<file path="config.mk">
export PLATFORM = sky130hd
export DESIGN_NAME = calc_sequencer_flat
export DESIGN_NICKNAME = d
export VERILOG_FILES = /design/src/rtl/calc_sequencer_pkg.sv /design/src/rtl/calc_sequencer_if.sv /design/src/rtl/calc_sequencer_watchdog.sv /design/src/rtl/calc_sequencer.sv /design/src/flat_wrapper.sv
export SDC_FILE = /design/constraint.sdc
export NUM_CORES = 1
export LEC_CHECK = 0
export CORE_MARGIN = 2
export CORE_UTILIZATION = 49
export DETAILED_ROUTE_END_ITERATION = 7
export HOLD_SLACK_MARGIN = 0.06
export PLACE_DENSITY = 0.8
export SETUP_SLACK_MARGIN = 0.15
export SYNTH_ARGS = -nofsm -noshare
export SYNTH_HDL_FRONTEND = slang
export SYNTH_SLANG_ARGS = --single-unit
</file>
<file path="constraint.sdc">
create_clock -name clock -period 2.7 [get_ports clock]
set_input_delay 0.54 -clock clock [delete_from_list [all_inputs] [get_ports clock]]
set_output_delay 0.54 -clock clock [all_outputs]
set_load 0.01 [all_outputs]
</file>
<file path="src/rtl/calc_sequencer_pkg.sv">
// Shared types and defaults for the calculator control sequencer.
package calc_pkg;

    typedef enum logic [2:0] {
        SHOW   = 3'd0,
        ENTRY  = 3'd1,
        OPWAIT = 3'd2,
        CALC   = 3'd3,
        CHAIN  = 3'd4,
        ERR    = 3'd5
    } state_t;

    typedef logic [1:0] op_t;

    localparam op_t OP_ADD = 2'd0;
    localparam op_t OP_SUB = 2'd1;
    localparam op_t OP_MUL = 2'd2;
    localparam op_t OP_AND = 2'd3;

    localparam int DEF_MAX_DIGITS  = 4;
    localparam int DEF_ALU_TIMEOUT = 64;
    localparam int DEF_CNT_W       = 7;

endpackage

</file>
<file path="src/rtl/calc_sequencer_if.sv">
// Keypad-event, register-strobe and ALU handshake bundle of the sequencer.
interface calc_sequencer_if;
    import calc_pkg::*;

    logic       newhex;
    logic [3:0] hexcode;
    logic       newop;
    op_t        opcode;
    logic       eq;
    logic       clr;
    logic       alu_done;
    logic       alu_ovf;

    logic       v1_shift;
    logic       v1_overwrite;
    logic       v1_load_ans;
    logic       v2_load;
    logic       regs_clear;
    logic [3:0] hex_out;
    logic       alu_start;
    op_t        alu_op;
    logic       busy;
    logic       error;
    logic [2:0] digit_cnt;

    modport master (
        output newhex, hexcode, newop, opcode, eq, clr, alu_done, alu_ovf,
        input  v1_shift, v1_overwrite, v1_load_ans, v2_load, regs_clear,
               hex_out, alu_start, alu_op, busy, error, digit_cnt
    );

    modport slave (
        input  newhex, hexcode, newop, opcode, eq, clr, alu_done, alu_ovf,
        output v1_shift, v1_overwrite, v1_load_ans, v2_load, regs_clear,
               hex_out, alu_start, alu_op, busy, error, digit_cnt
    );

endinterface

</file>
<file path="src/rtl/calc_sequencer_watchdog.sv">
// ALU watchdog: loaded when an operation starts, counts down while waiting.
module calc_watchdog #(
    parameter int CNT_W       = 7,
    parameter int ALU_TIMEOUT = 64
) (
    input  logic clock,
    input  logic reset,
    input  logic i_load,
    input  logic i_run,
    output logic o_expired
);

    localparam logic [CNT_W-1:0] LOAD_VAL = CNT_W'(ALU_TIMEOUT);
    localparam logic [CNT_W-1:0] ONE      = CNT_W'(1);

    logic [CNT_W-1:0] r_cnt;

    // Reload on alu_start, then count each cycle spent waiting for the ALU.
    always_ff @(posedge clock) begin
        if (reset) begin
            r_cnt <= '0;
        end else if (i_load) begin
            r_cnt <= LOAD_VAL;
        end else if (i_run && (r_cnt != '0)) begin
            r_cnt <= r_cnt - ONE;
        end
    end

    // Last waiting cycle: the timeout takes effect at the next edge.
    assign o_expired = i_run && (r_cnt == ONE);

endmodule

</file>
<file path="src/rtl/calc_sequencer.sv">
// Calculator control FSM: turns keypad pulses into operand-register strobes
// and runs the start/done handshake with the multi-cycle ALU.
module calc_sequencer
    import calc_pkg::*;
#(
    parameter int MAX_DIGITS  = DEF_MAX_DIGITS,
    parameter int ALU_TIMEOUT = DEF_ALU_TIMEOUT,
    parameter int CNT_W       = DEF_CNT_W
) (
    input  logic             clock,
    input  logic             reset,
    calc_sequencer_if.slave  bus
);

    localparam logic [2:0] MAXD = 3'(MAX_DIGITS);

    state_t     r_state,       w_nxt_state;
    op_t        r_pend_op,     w_nxt_pend_op;
    logic       r_pend_valid,  w_nxt_pend_valid;
    op_t        r_chain_op,    w_nxt_chain_op;
    logic       r_chain_valid, w_nxt_chain_valid;
    logic [2:0] r_digit_cnt,   w_nxt_digit_cnt;
    logic       r_v1_shift,    w_nxt_v1_shift;
    logic       r_v1_overwrite, w_nxt_v1_overwrite;
    logic       r_v1_load_ans, w_nxt_v1_load_ans;
    logic       r_v2_load,     w_nxt_v2_load;
    logic       r_regs_clear,  w_nxt_regs_clear;
    logic [3:0] r_hex_out,     w_nxt_hex_out;
    logic       r_alu_start,   w_nxt_alu_start;
    op_t        r_alu_op,      w_nxt_alu_op;
    logic       r_busy,        w_nxt_busy;
    logic       r_error,       w_nxt_error;

    // Keypad events after priority masking: only the strongest one survives.
    logic w_ev_clr, w_ev_eq, w_ev_op, w_ev_hex, w_room, w_expired;
    assign w_ev_clr = bus.clr;
    assign w_ev_eq  = bus.eq & ~bus.clr;
    assign w_ev_op  = bus.newop & ~bus.eq & ~bus.clr;
    assign w_ev_hex = bus.newhex & ~bus.newop & ~bus.eq & ~bus.clr;
    assign w_room   = (r_digit_cnt < MAXD);

    calc_watchdog #(.CNT_W(CNT_W), .ALU_TIMEOUT(ALU_TIMEOUT)) u_watchdog (
        .clock     (clock),
        .reset     (reset),
        .i_load    (w_nxt_alu_start),
        .i_run     (r_state == CALC),
        .o_expired (w_expired)
    );

    // State, bookkeeping and registered outputs.
    always_ff @(posedge clock) begin
        if (reset) begin
            r_state        <= SHOW;
            r_pend_op      <= OP_ADD;
            r_pend_valid   <= 1'b0;
            r_chain_op     <= OP_ADD;
            r_chain_valid  <= 1'b0;
            r_digit_cnt    <= 3'd0;
            r_v1_shift     <= 1'b0;
            r_v1_overwrite <= 1'b0;
            r_v1_load_ans  <= 1'b0;
            r_v2_load      <= 1'b0;
            r_regs_clear   <= 1'b0;
            r_hex_out      <= 4'd0;
            r_alu_start    <= 1'b0;
            r_alu_op       <= OP_ADD;
            r_busy         <= 1'b0;
            r_error        <= 1'b0;
        end else begin
            r_state        <= w_nxt_state;
            r_pend_op      <= w_nxt_pend_op;
            r_pend_valid   <= w_nxt_pend_valid;
            r_chain_op     <= w_nxt_chain_op;
            r_chain_valid  <= w_nxt_chain_valid;
            r_digit_cnt    <= w_nxt_digit_cnt;
            r_v1_shift     <= w_nxt_v1_shift;
            r_v1_overwrite <= w_nxt_v1_overwrite;
            r_v1_load_ans  <= w_nxt_v1_load_ans;
            r_v2_load      <= w_nxt_v2_load;
            r_regs_clear   <= w_nxt_regs_clear;
            r_hex_out      <= w_nxt_hex_out;
            r_alu_start    <= w_nxt_alu_start;
            r_alu_op       <= w_nxt_alu_op;
            r_busy         <= w_nxt_busy;
            r_error        <= w_nxt_error;
        end
    end

    // Next state plus pending-operator, chain and digit-count tracking.
    always_comb begin
        w_nxt_state       = r_state;
        w_nxt_pend_op     = r_pend_op;
        w_nxt_pend_valid  = r_pend_valid;
        w_nxt_chain_op    = r_chain_op;
        w_nxt_chain_valid = r_chain_valid;
        w_nxt_digit_cnt   = r_digit_cnt;
        if (w_ev_clr) begin
            w_nxt_state       = SHOW;
            w_nxt_digit_cnt   = 3'd0;
            w_nxt_pend_valid  = 1'b0;
            w_nxt_chain_valid = 1'b0;
        end else begin
            case (r_state)
                SHOW: begin
                    if (w_ev_op) begin
                        w_nxt_pend_op    = bus.opcode;
                        w_nxt_pend_valid = 1'b1;
                        w_nxt_state      = OPWAIT;
                    end else if (w_ev_hex) begin
                        w_nxt_digit_cnt = 3'd1;
                        w_nxt_state     = ENTRY;
                    end
                end
                ENTRY: begin
                    if (w_ev_eq) begin
                        if (r_pend_valid) w_nxt_state = CALC;
                    end else if (w_ev_op) begin
                        if (r_pend_valid) begin
                            w_nxt_chain_op    = bus.opcode;
                            w_nxt_chain_valid = 1'b1;
                            w_nxt_state       = CALC;
                        end else begin
                            w_nxt_pend_op    = bus.opcode;
                            w_nxt_pend_valid = 1'b1;
                            w_nxt_state      = OPWAIT;
                        end
                    end else if (w_ev_hex && w_room) begin
                        w_nxt_digit_cnt = r_digit_cnt + 3'd1;
                    end
                end
                OPWAIT: begin
                    if (w_ev_eq) begin
                        w_nxt_state = CALC;
                    end else if (w_ev_op) begin
                        w_nxt_pend_op = bus.opcode;
                    end else if (w_ev_hex) begin
                        w_nxt_digit_cnt = 3'd1;
                        w_nxt_state     = ENTRY;
                    end
                end
                CALC: begin
                    // A real result wins over a coincident timeout.
                    if (bus.alu_done) begin
                        if (bus.alu_ovf) begin
                            w_nxt_state = ERR;
                        end else begin
                            w_nxt_digit_cnt = 3'd0;
                            if (r_chain_valid) begin
                                w_nxt_state = CHAIN;
                            end else begin
                                w_nxt_pend_valid = 1'b0;
                                w_nxt_state      = SHOW;
                            end
                        end
                    end else if (w_expired) begin
                        w_nxt_state = ERR;
                    end
                end
                CHAIN: begin
                    w_nxt_pend_op     = r_chain_op;
                    w_nxt_chain_valid = 1'b0;
                    w_nxt_state       = OPWAIT;
                end
                ERR:     w_nxt_state = ERR;
                default: w_nxt_state = SHOW;
            endcase
        end
    end

    // Next values of the registered strobes, operator and status outputs.
    always_comb begin
        w_nxt_v1_shift     = 1'b0;
        w_nxt_v1_overwrite = 1'b0;
        w_nxt_v1_load_ans  = 1'b0;
        w_nxt_v2_load      = 1'b0;
        w_nxt_regs_clear   = 1'b0;
        w_nxt_alu_start    = 1'b0;
        w_nxt_hex_out      = r_hex_out;
        w_nxt_alu_op       = r_alu_op;
        if (w_ev_clr) begin
            w_nxt_regs_clear = 1'b1;
        end else begin
            case (r_state)
                SHOW: begin
                    if (w_ev_op) begin
                        w_nxt_v2_load = 1'b1;
                    end else if (w_ev_hex) begin
                        w_nxt_v1_overwrite = 1'b1;
                        w_nxt_hex_out      = bus.hexcode;
                    end
                end
                ENTRY: begin
                    if (w_ev_eq || w_ev_op) begin
                        if (r_pend_valid) begin
                            w_nxt_alu_start = 1'b1;
                            w_nxt_alu_op    = r_pend_op;
                        end else if (w_ev_op) begin
                            w_nxt_v2_load = 1'b1;
                        end
                    end else if (w_ev_hex && w_room) begin
                        w_nxt_v1_shift = 1'b1;
                        w_nxt_hex_out  = bus.hexcode;
                    end
                end
                OPWAIT: begin
                    if (w_ev_eq) begin
                        w_nxt_alu_start = 1'b1;
                        w_nxt_alu_op    = r_pend_op;
                    end else if (w_ev_hex) begin
                        w_nxt_v1_overwrite = 1'b1;
                        w_nxt_hex_out      = bus.hexcode;
                    end
                end
                CALC:    w_nxt_v1_load_ans = bus.alu_done & ~bus.alu_ovf;
                CHAIN:   w_nxt_v2_load = 1'b1;
                default: ;
            endcase
        end
        w_nxt_busy  = (w_nxt_state == CALC) || (w_nxt_state == CHAIN);
        w_nxt_error = (w_nxt_state == ERR);
    end

    assign bus.v1_shift     = r_v1_shift;
    assign bus.v1_overwrite = r_v1_overwrite;
    assign bus.v1_load_ans  = r_v1_load_ans;
    assign bus.v2_load      = r_v2_load;
    assign bus.regs_clear   = r_regs_clear;
    assign bus.hex_out      = r_hex_out;
    assign bus.alu_start    = r_alu_start;
    assign bus.alu_op       = r_alu_op;
    assign bus.busy         = r_busy;
    assign bus.error        = r_error;
    assign bus.digit_cnt    = r_digit_cnt;

endmodule

</file>
<file path="src/flat_wrapper.sv">
// flat-port wrapper written by rule: the top's interface ports become plain ports
module calc_sequencer_flat import calc_pkg::*;
#(
    parameter int MAX_DIGITS  = DEF_MAX_DIGITS,
    parameter int ALU_TIMEOUT = DEF_ALU_TIMEOUT,
    parameter int CNT_W       = DEF_CNT_W
)
  (clock, reset, bus_newhex, bus_hexcode, bus_newop, bus_opcode, bus_eq, bus_clr, bus_alu_done, bus_alu_ovf, bus_v1_shift, bus_v1_overwrite, bus_v1_load_ans, bus_v2_load, bus_regs_clear, bus_hex_out, bus_alu_start, bus_alu_op, bus_busy, bus_error, bus_digit_cnt);
  calc_sequencer_if bus_i ();
  input  logic clock;
  input  logic reset;
  input wire logic [$bits(bus_i.newhex)-1:0] bus_newhex;
  input wire logic [$bits(bus_i.hexcode)-1:0] bus_hexcode;
  input wire logic [$bits(bus_i.newop)-1:0] bus_newop;
  input wire logic [$bits(bus_i.opcode)-1:0] bus_opcode;
  input wire logic [$bits(bus_i.eq)-1:0] bus_eq;
  input wire logic [$bits(bus_i.clr)-1:0] bus_clr;
  input wire logic [$bits(bus_i.alu_done)-1:0] bus_alu_done;
  input wire logic [$bits(bus_i.alu_ovf)-1:0] bus_alu_ovf;
  output wire logic [$bits(bus_i.v1_shift)-1:0] bus_v1_shift;
  output wire logic [$bits(bus_i.v1_overwrite)-1:0] bus_v1_overwrite;
  output wire logic [$bits(bus_i.v1_load_ans)-1:0] bus_v1_load_ans;
  output wire logic [$bits(bus_i.v2_load)-1:0] bus_v2_load;
  output wire logic [$bits(bus_i.regs_clear)-1:0] bus_regs_clear;
  output wire logic [$bits(bus_i.hex_out)-1:0] bus_hex_out;
  output wire logic [$bits(bus_i.alu_start)-1:0] bus_alu_start;
  output wire logic [$bits(bus_i.alu_op)-1:0] bus_alu_op;
  output wire logic [$bits(bus_i.busy)-1:0] bus_busy;
  output wire logic [$bits(bus_i.error)-1:0] bus_error;
  output wire logic [$bits(bus_i.digit_cnt)-1:0] bus_digit_cnt;
  assign bus_i.newhex = bus_newhex;
  assign bus_i.hexcode = bus_hexcode;
  assign bus_i.newop = bus_newop;
  assign bus_i.opcode = bus_opcode;
  assign bus_i.eq = bus_eq;
  assign bus_i.clr = bus_clr;
  assign bus_i.alu_done = bus_alu_done;
  assign bus_i.alu_ovf = bus_alu_ovf;
  assign bus_v1_shift = bus_i.v1_shift;
  assign bus_v1_overwrite = bus_i.v1_overwrite;
  assign bus_v1_load_ans = bus_i.v1_load_ans;
  assign bus_v2_load = bus_i.v2_load;
  assign bus_regs_clear = bus_i.regs_clear;
  assign bus_hex_out = bus_i.hex_out;
  assign bus_alu_start = bus_i.alu_start;
  assign bus_alu_op = bus_i.alu_op;
  assign bus_busy = bus_i.busy;
  assign bus_error = bus_i.error;
  assign bus_digit_cnt = bus_i.digit_cnt;
  calc_sequencer #(.MAX_DIGITS(MAX_DIGITS), .ALU_TIMEOUT(ALU_TIMEOUT), .CNT_W(CNT_W)) u_core (.clock(clock), .reset(reset), .bus(bus_i));
endmodule
</file>
* Word level (Yosys, flattened, before mapping)
Cells that the tools add are included.
** Word-level totals
- Output and inout bits :: 17
- Bits of input ports :: 14
- Bits in registers :: 33
** Cells by class
- Bitwise operators :: 14
- Reduce and logical (&&, ||, !) cells :: 25
- Equal/unequal tests :: 23
- $lt $le $gt $ge :: 1
- Add/sub/neg operators :: 2
- Mux-type cells :: 66
** Operators with widths (number)
- 2-to-1 mux 3 bit :: 20
- 2-to-1 mux 1 bit :: 21
- 2-to-1 mux 4 bit :: 5
- != test 2 bit, second input constant :: 9
- case mux 3 bit (6 select lines) :: 1
- 2-to-1 mux 2 bit :: 8
- AND reduction 5 bit :: 3
- 2-to-1 mux 7 bit :: 2
- equality test 3 bit, second input constant :: 4
- case mux 3 bit (4 select lines) :: 1
- case mux 4 bit (3 select lines) :: 1
- AND reduction 6 bit :: 2
- != test 2 x 1 -> 1 bit, second input constant :: 5
- equality test 3 x 2 -> 1 bit, second input constant :: 3
- case mux 2 bit (4 select lines) :: 1
- nonzero test 4 bit :: 2
- AND 1 bit :: 7
- equality test 7 x 1 -> 1 bit, second input constant :: 1
- NOT 1 bit :: 7
- AND reduction 7 bit :: 1
- nonzero test 7 bit :: 1
- subtractor 7 x 1 -> 7 bit, second input constant :: 1
- case mux 1 bit (2 select lines) :: 3
- case mux 1 bit (3 select lines) :: 2
- other kinds (13) :: 20

* Longest topological paths before layout
- Word-level depth :: 11
- Depth in mapped cells :: 6
- Mapped depth without buffers :: 6

* By module
From an unflattened synthesis, not the netlist that was laid out.
** Unflattened totals
- Cell total of the unflattened synthesis :: 188
- Area, all modules :: 1687.9 um^2
** By module, submodules not included
- calc_sequencer :: area an instance 1300.0 um^2, cells an instance 143, seq. area each 520.5 um^2, times used 1
- calc_watchdog :: area an instance 387.9 um^2, cells an instance 45, seq. area each 140.1 um^2, times used 1

* Least setup slack after synthesis
Ideal clock, no wire load.
- Path type :: input -> register
- From :: input bus_clr
- To :: register u_core.r_digit_cnt[0] (netlist: u_core.bus.digit_cnt[0])
- Data arrival time :: 1.712 ns
- Path buffers :: 0
- Stages on the path :: 4
- Setup slack :: 0.861 ns
- Cells stage by stage :: or4b_4 -> o21ai_0 -> o2111ai_1 -> nor3b_1
** On the way
- Cells in the longest elaborated chain, start to end :: 6
** RTL lines
- start: declaration :: line flat_wrapper.sv:17 : input wire logic [$bits(bus_i.clr)-1:0] bus_clr;
- NOT 1 bit :: line calc_sequencer.sv:37, calc_sequencer.sv:38, calc_sequencer.sv:39
- AND 1 bit :: line calc_sequencer.sv:39 : assign w_ev_hex = bus.newhex & ~bus.newop & ~bus.eq & ~bus.clr;
- 2-to-1 mux 3 bit (3 in series)
- case mux 3 bit (4 select lines)
- end signal: assignment :: line calc_sequencer.sv:75 : r_digit_cnt <= w_nxt_digit_cnt;
- end: declaration :: line calc_sequencer.sv:22 : logic [2:0] r_digit_cnt, w_nxt_digit_cnt;
Several ways; a longest one is shown, not always the timed one. The select of a mux whose other input is x is not followed.
A chain may end at the register's enable or synchronous reset.

* Worst setup path in the final report
Ends and elaborated chain as after synthesis.

==> results.cfg <==
[logic_synthesis]
ys_ff_latch = 33
synth-xor-area-share_pct = 2.74
syn_area_per_cell_um2 = 8.93
synth_top_cell_by_area = dfxtp_1
synthArstFlopShare_pct = 0
synth_cell_types = 48
synth_top_family_by_area = simple AND/OR/NAND/NOR gates
synth_area_um2 = 1600
netlist_top_cells_area = dfxtp_1, nor2_1, mux2i_1
yosys.area_share.simple_pct = 24.7
synth_nets = 197
synth_flop_cell = dfxtp_1
muxShareOfSynthArea_pct = 6.42
synthCells = 179
ys_warn_count = 0
seq_area_frac_synth_pct = 41.3
synth-adder-area-share_pct = 3.13
synth_top_cell_area_share_pct = 41.3
synth_compound_area_share_pct = 17.5
synth_edf_count = 0

[power]
p_sw_uw = 207
p_comb_share_pct = 9.6
seq_power_share_pct = 57.9
peakVddDrop_mv = 0.353
switching_share_pct = 23.9
cellLeakagePower_nw = 0.729
p_int_uw = 658
pwr-share-clk_pct = 32.5
p_per_area_nw_per_um2 = 433

[hold_path]
hold_class = register to register

[critical_path]
required_ns = 2.95
crit_path_end_kind = register
worstSetupPathType = primary input to register
critPathArrivalTime_ns = 2.43
r2r_setup_slack_ns = 0.76
start_kind = primary input
worstPathMaxFanout = 6

[global_routing]
first_global_vias = 1457
grt_pass1_wl_mm = 6.50
gr-total-overflow = 0
grt.total_usage_pct = 23.9
grt_max_degree = 22
grt_antenna_before_repair = 0

[place]
dp_hpwl_mm = 2.80
gp_congestion = 0.880
post_dp_cell_area_um2 = 1940
io_buffers = 30

[clocking]
post_cts_buffers = 0
clk_latency_ns = 0.35
root_buffer = clkbuf_4
cts_tree = done
cts.repair.resized = 0
clk_path_buf_depth = 2
cts_buffers = 5
cts.sinks = 33
h-tree-depth = 2
path_clk_slew_ns = 0.10
ctsHoldBuffers = 0

[layout]
drive_gt1_share_pct = 9.05
area_growth_pct = 25.1
final_nets = 228
design_area_um2 = 2000
num_antenna_cells = 0

[timing]
hold_violations = 0
min_period_ns = 2.18
relSlewSlack_pct = 58.1
finalSetupViolCount = 0
drv_slew = 0
max_clock_freq_mhz = 459
tightest_slew_ns = 0.627
fin_crit_sh_pct = 80.8
rsz0062_at_grt = false
fin_worst_skew_ns = 0.0122
setup_tns_ns = 0

[detailed_routing]
viasPerCell = 5.66
drt-total-wl_mm = 3.85
drtIter0Drc = 119
wl_per_cell_um = 15.1
ant_nets = 0
vias = 1437
firstDrtPassIters = 4
drc = 0

[outcome]
status = complete, no violations

[run]
cap_violations = 0

[die]
die-area_um2 = 3730
die_height_um = 61.1
die_width_um = 61.1
core_area_um2 = 3080
rows = 20
io_pins = 31
initial_core_util_pct = 51.9
## critical path: stages
cell,delay (ns)
clkdlybuf4s50_1,0.50
or4b_4,0.62
o21ai_0,0.41
o2111ai_1,0.17
nor3b_1,0.18
## layer usage
layer  routed length, um  global-route usage (%)  part of all wire (%)  up-vias
li1                    -                       -                     -      715
met1                1610                    26.8                    42      678
met2                2010                    40.0                    52       37
met3                 167                    8.40                   4.3        7
met4                  63                    12.4                   1.6        0
met5                   0                       0                     0        -
## per-stage QoR
step	hold WS, ns	utilization, %	cells	total power, mW	setup WS (ns)
2_1_floorplan	0.442	-	179	0.552	0.861
3_3_place_gp	0.467	63.1	247	0.591	0.302
3_5_place_dp	0.471	63.1	247	0.594	0.184
4_1_cts	0.491	64.9	254	0.875	0.528
5_1_grt	0.515	64.9	254	0.903	0.414
6_report	0.488	64.9	254	0.866	0.519
## synth_stat cells, drive strengths merged (3+ instances only)
master,count
o2111ai,4
inv,7
a21oi,5
mux2i,8
nand2b,5
a211oi,3
nor2,25
xor2,4
nand3,6
o21a,4
o21ai,8
ha,4
a31oi,3
dfxtp,33
clkbuf,8
nor3,5
nand2,6
nor3b,3
## cells by family after synthesis
family / Yosys count
DFF: 33
muxes: 10
xor gates and xnor gates: 5
buffers and inverters: 17
AOI/OAI and AO/OA: 40
and+or+nand+nor: 70
adders and majority gates: 4
## path summary, 6_finish.rpt
| kind | depth (start not counted) | end | from |
|---|---|---|---|
| max | 5 | u_core.bus.digit_cnt[0] | bus_clr |
| min reg2reg | 2 | u_core.bus.alu_op[0] | u_core.r_pend_op[0] |
| max reg2reg | 4 | u_core.bus.error | u_core.r_state[1] |
| min | 2 | u_core.bus.alu_op[0] | u_core.r_pend_op[0] |
## layout make-up
class | instances | area (um^2)
Fill cell | 285 | 1080
Multi-Input combinational cell | 129 | 871
Sequential cell | 33 | 661
Timing Repair Buffer | 34 | 330
Clock buffer | 7 | 55.1
Tap cell | 44 | 55.1
Inverter | 7 | 26.3
## state kept, by name, indices dropped and copies added, names as in the netlist
name / flops
u_core.bus.alu_start: 1
u_core.r_state: 3
u_core.bus.alu_op: 2
u_core.r_pend_valid: 1
u_core.bus.regs_clear: 1
u_core.bus.busy: 1
u_core.bus.v1_overwrite: 1
u_core.r_pend_op: 2
u_core.bus.v1_shift: 1
u_core.r_chain_valid: 1
u_core.r_chain_op: 2
u_core.u_watchdog.r_cnt: 7
u_core.bus.digit_cnt: 3
u_core.bus.v1_load_ans: 1
u_core.bus.hex_out: 4
u_core.bus.v2_load: 1
u_core.bus.error: 1
## power by group through the flow
stage	combinational [mW]	clock, mW	sequential (mW)
after detailed placement	0.0821	0	0.512
after global routing	0.0906	0.310	0.503
final	0.0829	0.282	0.501
after floorplan	0.0435	0	0.508
after CTS	0.0826	0.291	0.501
after global placement	0.0796	0	0.512
## layout by cell type, fill, tap and decap left out, drive strengths merged, types with 3 or more instances in the layout
master and instances:
o21ai 8, a211oi 3, o2111ai 4, a21oi 5, a31oi 3, buf 4
o21a 4, inv 7, nor3 5, nand3 6, clkbuf 7, ha 4
nand2 6, dfxtp 33, clkdlybuf4s50 30, nor3b 3, nand2b 5, nor2 25
mux2i 8, xor2 4
Note: power is estimated with default switching activity, not from simulation.
